--- src/rtl/imm_gen_pipe_if.sv ---
// Fetch-to-execute handshake bundle for imm_gen_pipe: instruction in, decoded immediate out,
// plus the illegal-opcode counter and its clear.
interface imm_gen_pipe_if #(
  parameter int XLEN  = 32,
  parameter int CNT_W = 16
);
  logic             in_valid;
  logic             in_ready;
  logic [31:0]      inst;
  logic             out_valid;
  logic             out_ready;
  logic [XLEN-1:0]  imm;
  logic [3:0]       itype;
  logic             illegal;
  logic [CNT_W-1:0] illegal_cnt;
  logic             cnt_clr;

  modport master (
    output in_valid, inst, out_ready, cnt_clr,
    input  in_ready, out_valid, imm, itype, illegal, illegal_cnt
  );

  modport slave (
    input  in_valid, inst, out_ready, cnt_clr,
    output in_ready, out_valid, imm, itype, illegal, illegal_cnt
  );
endinterface

--- src/rtl/imm_gen_pipe.sv ---
// Registered RV32/RV64 immediate generator: opcode-driven class decode, one-deep valid/ready
// output register, saturating illegal-opcode counter. Define IMM_GEN_ZICSR_EN to decode SYSTEM.
module imm_gen_pipe #(
  parameter int XLEN  = 32,
  parameter int CNT_W = 16
) (
  input  logic          clk,
  input  logic          rst_n,
  imm_gen_pipe_if.slave bus
);
  typedef logic [XLEN-1:0] xlen_t;
  localparam bit         RV64   = (XLEN == 64);
  localparam logic [3:0] IT_ILL = 4'd15;

  logic [31:0]      inst;
  logic [6:0]       opc;
  logic [2:0]       f3;
  logic             sh;
  xlen_t            imm_i, imm_s, imm_b, imm_u, imm_j;
  xlen_t            imm_d, imm_q;
  logic [3:0]       itype_d, itype_q;
  logic             ill_d, ill_q;
  logic             vld_d, vld_q;
  logic [CNT_W-1:0] cnt_d, cnt_q;
  logic             accept;

  assign inst = bus.inst;
  assign opc  = inst[6:0];
  assign f3   = inst[14:12];
  assign sh   = (f3 == 3'b001) || (f3 == 3'b101);

  // Signed casts sign-extend from inst[31] to the full datapath width.
  assign imm_i = xlen_t'($signed(inst[31:20]));
  assign imm_s = xlen_t'($signed({inst[31:25], inst[11:7]}));
  assign imm_b = xlen_t'($signed({inst[31], inst[7], inst[30:25], inst[11:8], 1'b0}));
  assign imm_u = xlen_t'($signed({inst[31:12], 12'h000}));
  assign imm_j = xlen_t'($signed({inst[31], inst[19:12], inst[20], inst[30:21], 1'b0}));

  always_comb begin
    itype_d = IT_ILL;
    imm_d   = xlen_t'(1);
    case (opc)
      7'b0000011: begin itype_d = 4'd0; imm_d = imm_i; end
      7'b0010011: begin
        itype_d = 4'd1;
        if (!sh)       imm_d = imm_i;
        else if (RV64) imm_d = xlen_t'(inst[25:20]);
        else           imm_d = xlen_t'(inst[24:20]);
      end
      7'b0011011: if (RV64) begin
        itype_d = 4'd1;
        imm_d   = sh ? xlen_t'(inst[24:20]) : imm_i;
      end
      7'b0100011: begin itype_d = 4'd2; imm_d = imm_s; end
      7'b0110011: begin itype_d = 4'd3; imm_d = '0; end
      7'b0111011: if (RV64) begin itype_d = 4'd3; imm_d = '0; end
      7'b0110111: begin itype_d = 4'd4; imm_d = imm_u; end
      7'b0010111: begin itype_d = 4'd5; imm_d = imm_u; end
      7'b1100011: begin itype_d = 4'd6; imm_d = imm_b; end
      7'b1100111: begin itype_d = 4'd7; imm_d = imm_i; end
      7'b1101111: begin itype_d = 4'd8; imm_d = imm_j; end
`ifdef IMM_GEN_ZICSR_EN
      7'b1110011: begin
        itype_d = 4'd9;
        case (f3)
          3'b101, 3'b110, 3'b111: imm_d = xlen_t'(inst[19:15]);
          3'b001, 3'b010, 3'b011: imm_d = '0;
          default:                imm_d = imm_i;
        endcase
      end
`endif
      default: ;
    endcase
  end

  assign ill_d        = (itype_d == IT_ILL);
  assign bus.in_ready = !vld_q || bus.out_ready;
  assign accept       = bus.in_valid && bus.in_ready;

  always_comb begin
    vld_d = vld_q;
    if (accept)             vld_d = 1'b1;
    else if (bus.out_ready) vld_d = 1'b0;
  end

  // Clear wins over a same-cycle increment; counting ignores downstream backpressure.
  always_comb begin
    cnt_d = cnt_q;
    if (bus.cnt_clr)                         cnt_d = '0;
    else if (accept && ill_d && !(&cnt_q))   cnt_d = cnt_q + CNT_W'(1);
  end

  always_ff @(posedge clk or negedge rst_n) begin
    if (!rst_n) begin
      vld_q   <= 1'b0;
      imm_q   <= '0;
      itype_q <= '0;
      ill_q   <= 1'b0;
      cnt_q   <= '0;
    end else begin
      vld_q <= vld_d;
      cnt_q <= cnt_d;
      if (accept) begin
        imm_q   <= imm_d;
        itype_q <= itype_d;
        ill_q   <= ill_d;
      end
    end
  end

  assign bus.out_valid   = vld_q;
  assign bus.imm         = imm_q;
  assign bus.itype       = itype_q;
  assign bus.illegal     = ill_q;
  assign bus.illegal_cnt = cnt_q;
endmodule

--- src/flat_wrapper.sv ---
// flat-port wrapper written by rule: the top's interface ports become plain ports
module imm_gen_pipe_flat 
#(
  parameter int XLEN  = 32,
  parameter int CNT_W = 16
)
  (clk, rst_n, bus_in_valid, bus_inst, bus_out_ready, bus_cnt_clr, bus_in_ready, bus_out_valid, bus_imm, bus_itype, bus_illegal, bus_illegal_cnt);
  imm_gen_pipe_if #(.XLEN(XLEN), .CNT_W(CNT_W)) bus_i ();
  input  logic clk;
  input  logic rst_n;
  input wire logic [$bits(bus_i.in_valid)-1:0] bus_in_valid;
  input wire logic [$bits(bus_i.inst)-1:0] bus_inst;
  input wire logic [$bits(bus_i.out_ready)-1:0] bus_out_ready;
  input wire logic [$bits(bus_i.cnt_clr)-1:0] bus_cnt_clr;
  output wire logic [$bits(bus_i.in_ready)-1:0] bus_in_ready;
  output wire logic [$bits(bus_i.out_valid)-1:0] bus_out_valid;
  output wire logic [$bits(bus_i.imm)-1:0] bus_imm;
  output wire logic [$bits(bus_i.itype)-1:0] bus_itype;
  output wire logic [$bits(bus_i.illegal)-1:0] bus_illegal;
  output wire logic [$bits(bus_i.illegal_cnt)-1:0] bus_illegal_cnt;
  assign bus_i.in_valid = bus_in_valid;
  assign bus_i.inst = bus_inst;
  assign bus_i.out_ready = bus_out_ready;
  assign bus_i.cnt_clr = bus_cnt_clr;
  assign bus_in_ready = bus_i.in_ready;
  assign bus_out_valid = bus_i.out_valid;
  assign bus_imm = bus_i.imm;
  assign bus_itype = bus_i.itype;
  assign bus_illegal = bus_i.illegal;
  assign bus_illegal_cnt = bus_i.illegal_cnt;
  imm_gen_pipe #(.XLEN(XLEN), .CNT_W(CNT_W)) u_core (.clk(clk), .rst_n(rst_n), .bus(bus_i));
endmodule
--- config.mk ---
export PLATFORM = sky130hd
export DESIGN_NAME = imm_gen_pipe_flat
export DESIGN_NICKNAME = d
export VERILOG_FILES = /design/src/rtl/imm_gen_pipe_if.sv /design/src/rtl/imm_gen_pipe.sv /design/src/flat_wrapper.sv
export SDC_FILE = /design/constraint.sdc
export NUM_CORES = 1
export LEC_CHECK = 0
export ABC_AREA = 1
export BUFFER_PORTS_ARGS = -buffer_cell sky130_fd_sc_hd__buf_2
export CAP_MARGIN = 20
export CELL_PAD_IN_SITES_DETAIL_PLACEMENT = 0
export CELL_PAD_IN_SITES_GLOBAL_PLACEMENT = 1
export CORE_MARGIN = 5
export CORE_UTILIZATION = 40
export CTS_CLUSTER_DIAMETER = 30
export DETAILED_ROUTE_END_ITERATION = 16
export PLACE_DENSITY_LB_ADDON = 0.1
export SYNTH_ARGS = -nofsm -noshare
export SYNTH_HDL_FRONTEND = slang
export SYNTH_SLANG_ARGS = --single-unit
--- constraint.sdc ---
create_clock -name clk -period 3.4 [get_ports clk]
set_input_delay 0.17 -clock clk [delete_from_list [all_inputs] [get_ports clk]]
set_output_delay 0.17 -clock clk [all_outputs]
set_load 0.005 [all_outputs]
==> results.py <==
metrics = {
    "outcome": {
        "outcome": "finished, final reports clean",
    },
    "critical_path": {
        "crit_buf_inv": 0,
        "r2r-start": "u_core.bus.illegal_cnt[0]",
        "rrSetupSlack_ns": 1.54,
        "cpMaxStageDelayCell": "dfrtp_1",
        "crit_fanout": 17,
        "cp-end-kind": "register",
        "worstPathArrival_ns": 2.07,
        "endpoint": "u_core.bus.illegal_cnt[12]",
        "startpoint": "u_core.bus.illegal_cnt[0]",
        "r2r_end": "u_core.bus.illegal_cnt[12]",
        "critPathLaunchType": "register",
        "crit_top_cell": "nand2_1",
        "crit_family": "simple AND/OR/NAND/NOR gates",
        "cp_data_required_time_ns": 3.62,
        "ff2ff_path_depth": 8,
        "max_stage_delay_ns": 0.44,
        "crit_cells": 8,
        "crit_path_cell_trace": "ha_1 > nand3_2 > nor3_2 > nand3_1 > nand4_4 > nand2_4 > nand2_1 > nand2_1",
        "crit_type": "reg2reg",
    },
    "sta": {
        "max_freq_ghz": 0.539,
        "tns_ns": 0,
        "tightest_slew_ns": 0.814,
        "hold_ws_ns": 0.117,
        "hold_viol": 0,
        "slew_violations": 0,
        "rsz0062_at_grt": "no",
        "setup_viol": 0,
        "fin_worst_skew_ns": 0.00501,
        "fin_crit_ns": 1.86,
        "max-slew-margin-rel_pct": 45.7,
        "fin_crit_sh_pct": 54.6,
    },
    "synthesis": {
        "synth-edff-count": 0,
        "netlist_top_cells_area": "dfrtp_1 43%, nand2_1 19%, nand3_1 7.3%, nor2_1 4.5%, nand2_2 4.1%",
        "synth.most_common_cell": "nand2_1",
        "synth-seq-cells": 54,
        "yosysTopAreaCellShare_pct": 42.6,
        "synth_top_family_by_area": "simple AND/OR/NAND/NOR gates",
        "ys.flop_type": "dfrtp_1",
        "synthCells": 436,
        "syn_area_per_cell_um2": 7.27,
        "synth_nets": 474,
        "synth_area_leader_cell": "dfrtp_1",
        "synthMuxAreaShare_pct": 0,
        "synth-simple-area-share_pct": 44.0,
        "synth_common_cells": "160 x nand2_1, 54 x dfrtp_1, 46 x nand3_1",
        "ys_warn_count": 0,
        "syn_area_mm2": 0.00317,
        "synthAdderAreaFrac_pct": 0.394,
        "yosysSeqAreaShare_pct": 42.6,
        "yosysUniqueCellTypes": 31,
        "synthXorXnorAreaFrac_pct": 1.93,
        "postSynth.asyncResetShare_pct": 100,
        "synth_compound_area_share_pct": 4.54,
    },
    "global_route": {
        "grt_use_met3_pct": 4.03,
        "antenna_found_initial": 0,
        "grt_pass1_vias": 2938,
        "use_met2_pct": 32.3,
        "grt_max_degree": 39,
        "grt.busiest_layer": "met2",
        "grt_use_met1_pct": 22.8,
        "overflow": 0,
        "grt_pass1_wl_um": 14500,
        "grt_use_total_pct": 18.4,
    },
    "route": {
        "dr.first_iter.drc_count": 79,
        "ant_nets": 0,
        "remaining_drc_errors": 0,
        "vias": 3038,
        "viasPerCell": 4.88,
        "wl_per_cell_um": 14.1,
        "wl_um": 8770,
        "drtPass1Iterations": 5,
    },
    "placed_design": {
        "io_buffers": 91,
        "gp_congestion": 0.832,
        "detailed_place_hpwl_um": 6570,
    },
    "floorplan": {
        "die_h_um": 99.0,
        "rows": 32,
        "die_w_um": 99.0,
        "dieArea_mm2": 0.00981,
        "ioPinCount": 92,
        "start_util_pct": 41.0,
        "core_area_mm2": 0.00773,
    },
    "pwr": {
        "power.density_mw_per_mm2": 333,
        "vdd_drop_max_v": 0.000142,
        "total_leakage_power_nw": 2.21,
    },
    "clock_tree": {
        "cts.sinks": 54,
        "clockRootBuffer": "clkbuf_8",
        "clk_latency_ns": 0.32,
        "htree_num_levels": 2,
        "clk_pin_slew_worst_paths_ns": 0.11,
        "clock_path_buffers": 2,
        "cts_made_buffers": 5,
        "post_cts_buffers": 0,
        "cts_tree": "yes",
    },
    "cells_and_area": {
        "layout.nets": 557,
        "areaGrowthSynthToFinish_pct": 19.1,
        "diodes": 0,
        "final_layout_size_suffix_gt1_share_pct": 27.7,
    },
    "min_path": {
        "hold_class": "in2reg",
    },
    "job": {
        "cap_viol_max_count": 0,
    },
}
## worst min-delay path by stage
stage	start	endpoint	slack, ns	depth (start not counted)
floorplan	rst_n	u_core.bus.illegal	-0.13	0
global placement	rst_n	u_core.bus.imm[2]	0.31	1
detailed placement	rst_n	u_core.bus.imm[3]	0.31	1
CTS	bus_inst[25]	u_core.bus.imm[5]	0.11	3
global route	bus_inst[27]	u_core.bus.imm[7]	0.12	3
finish	bus_inst[25]	u_core.bus.imm[5]	0.12	3
## cells by family (layout without fill, tap and decap cells)
family          after synthesis  count (layout)
buf+inv                      46             130
flops                        54              54
xor+xnor                      7               7
fa+ha+maj                     1               1
compound gates               28              28
simple gates                300             300
## repair_timing
item	CTS	global route
hold buffers	1	0
hold endpoints to repair	34	0
gates resized for setup	0	0
## registers in the layout (all words and copies together), names as in the netlist
signal and count:
u_core.bus.illegal 1, u_core.bus.illegal_cnt 16, u_core.bus.imm 32, u_core.bus.itype 4, u_core.bus.out_valid 1
## through the flow
stage               instances  worst slack (ns)  total power [mW]  util, %  area, µm²
floorplan                 436              1.82             0.797        -       3170
global placement          613              1.64             0.880     47.5       3670
detailed placement        613              1.55             0.881     47.5       3670
CTS                       622              1.53              1.27     48.9       3780
global route              622              1.39              1.32     48.9       3780
finish                    622              1.54              1.26     48.9       3780
## layer usage
layer  vias to the layer above  share of wire [%]
met2                        73                 50
met1                      1403                 44
met5                         -                  0
met3                         8                5.4
met4                         0                1.2
li1                       1554                  -
## worst reg2reg max path: cells and delay by family, from the launching register on
kind | cells | cell delay [ns]
AND/OR/NAND/NOR | 7 | 1.09
flip-flops | 1 | 0.44
adder cells (fa/ha/maj) | 1 | 0.23
## layout make-up
class                      count  area, µm²
clock buffer                   5       68.8
clock inverter                 3       28.8
fill                         839       3950
inverter                      27        101
multi-input combinational    336       1610
sequential                    54       1350
tap                          102        128
timing repair buffer          95        488
## cells in the final DEF, fill, tap and decap left out, types with 8 or more instances in the layout
| master | netlist | routed |
|---|---|---|
| inv_1 | 19 | 19 |
| nor2_1 | 38 | 38 |
| o21ai_0 | 24 | 24 |
| dfrtp_1 | 54 | 54 |
| nand2_2 | 21 | 21 |
| nor3_1 | 8 | 8 |
| nand3_1 | 46 | 46 |
| nand2_1 | 160 | 160 |
| buf_2 | 6 | 91 |
| nand4_1 | 10 | 10 |
## power breakdown
part / switching [mW] / total [mW] / internal [mW] / leakage, nW
Clock: 0.237 / 0.392 / 0.155 / 0.0506
Sequential: 0.0185 / 0.685 / 0.666 / 0.726
Combinational: 0.117 / 0.181 / 0.0636 / 1.44
Total: 0.373 / 1.26 / 0.885 / 2.21
(Power assumes the default switching activity.)
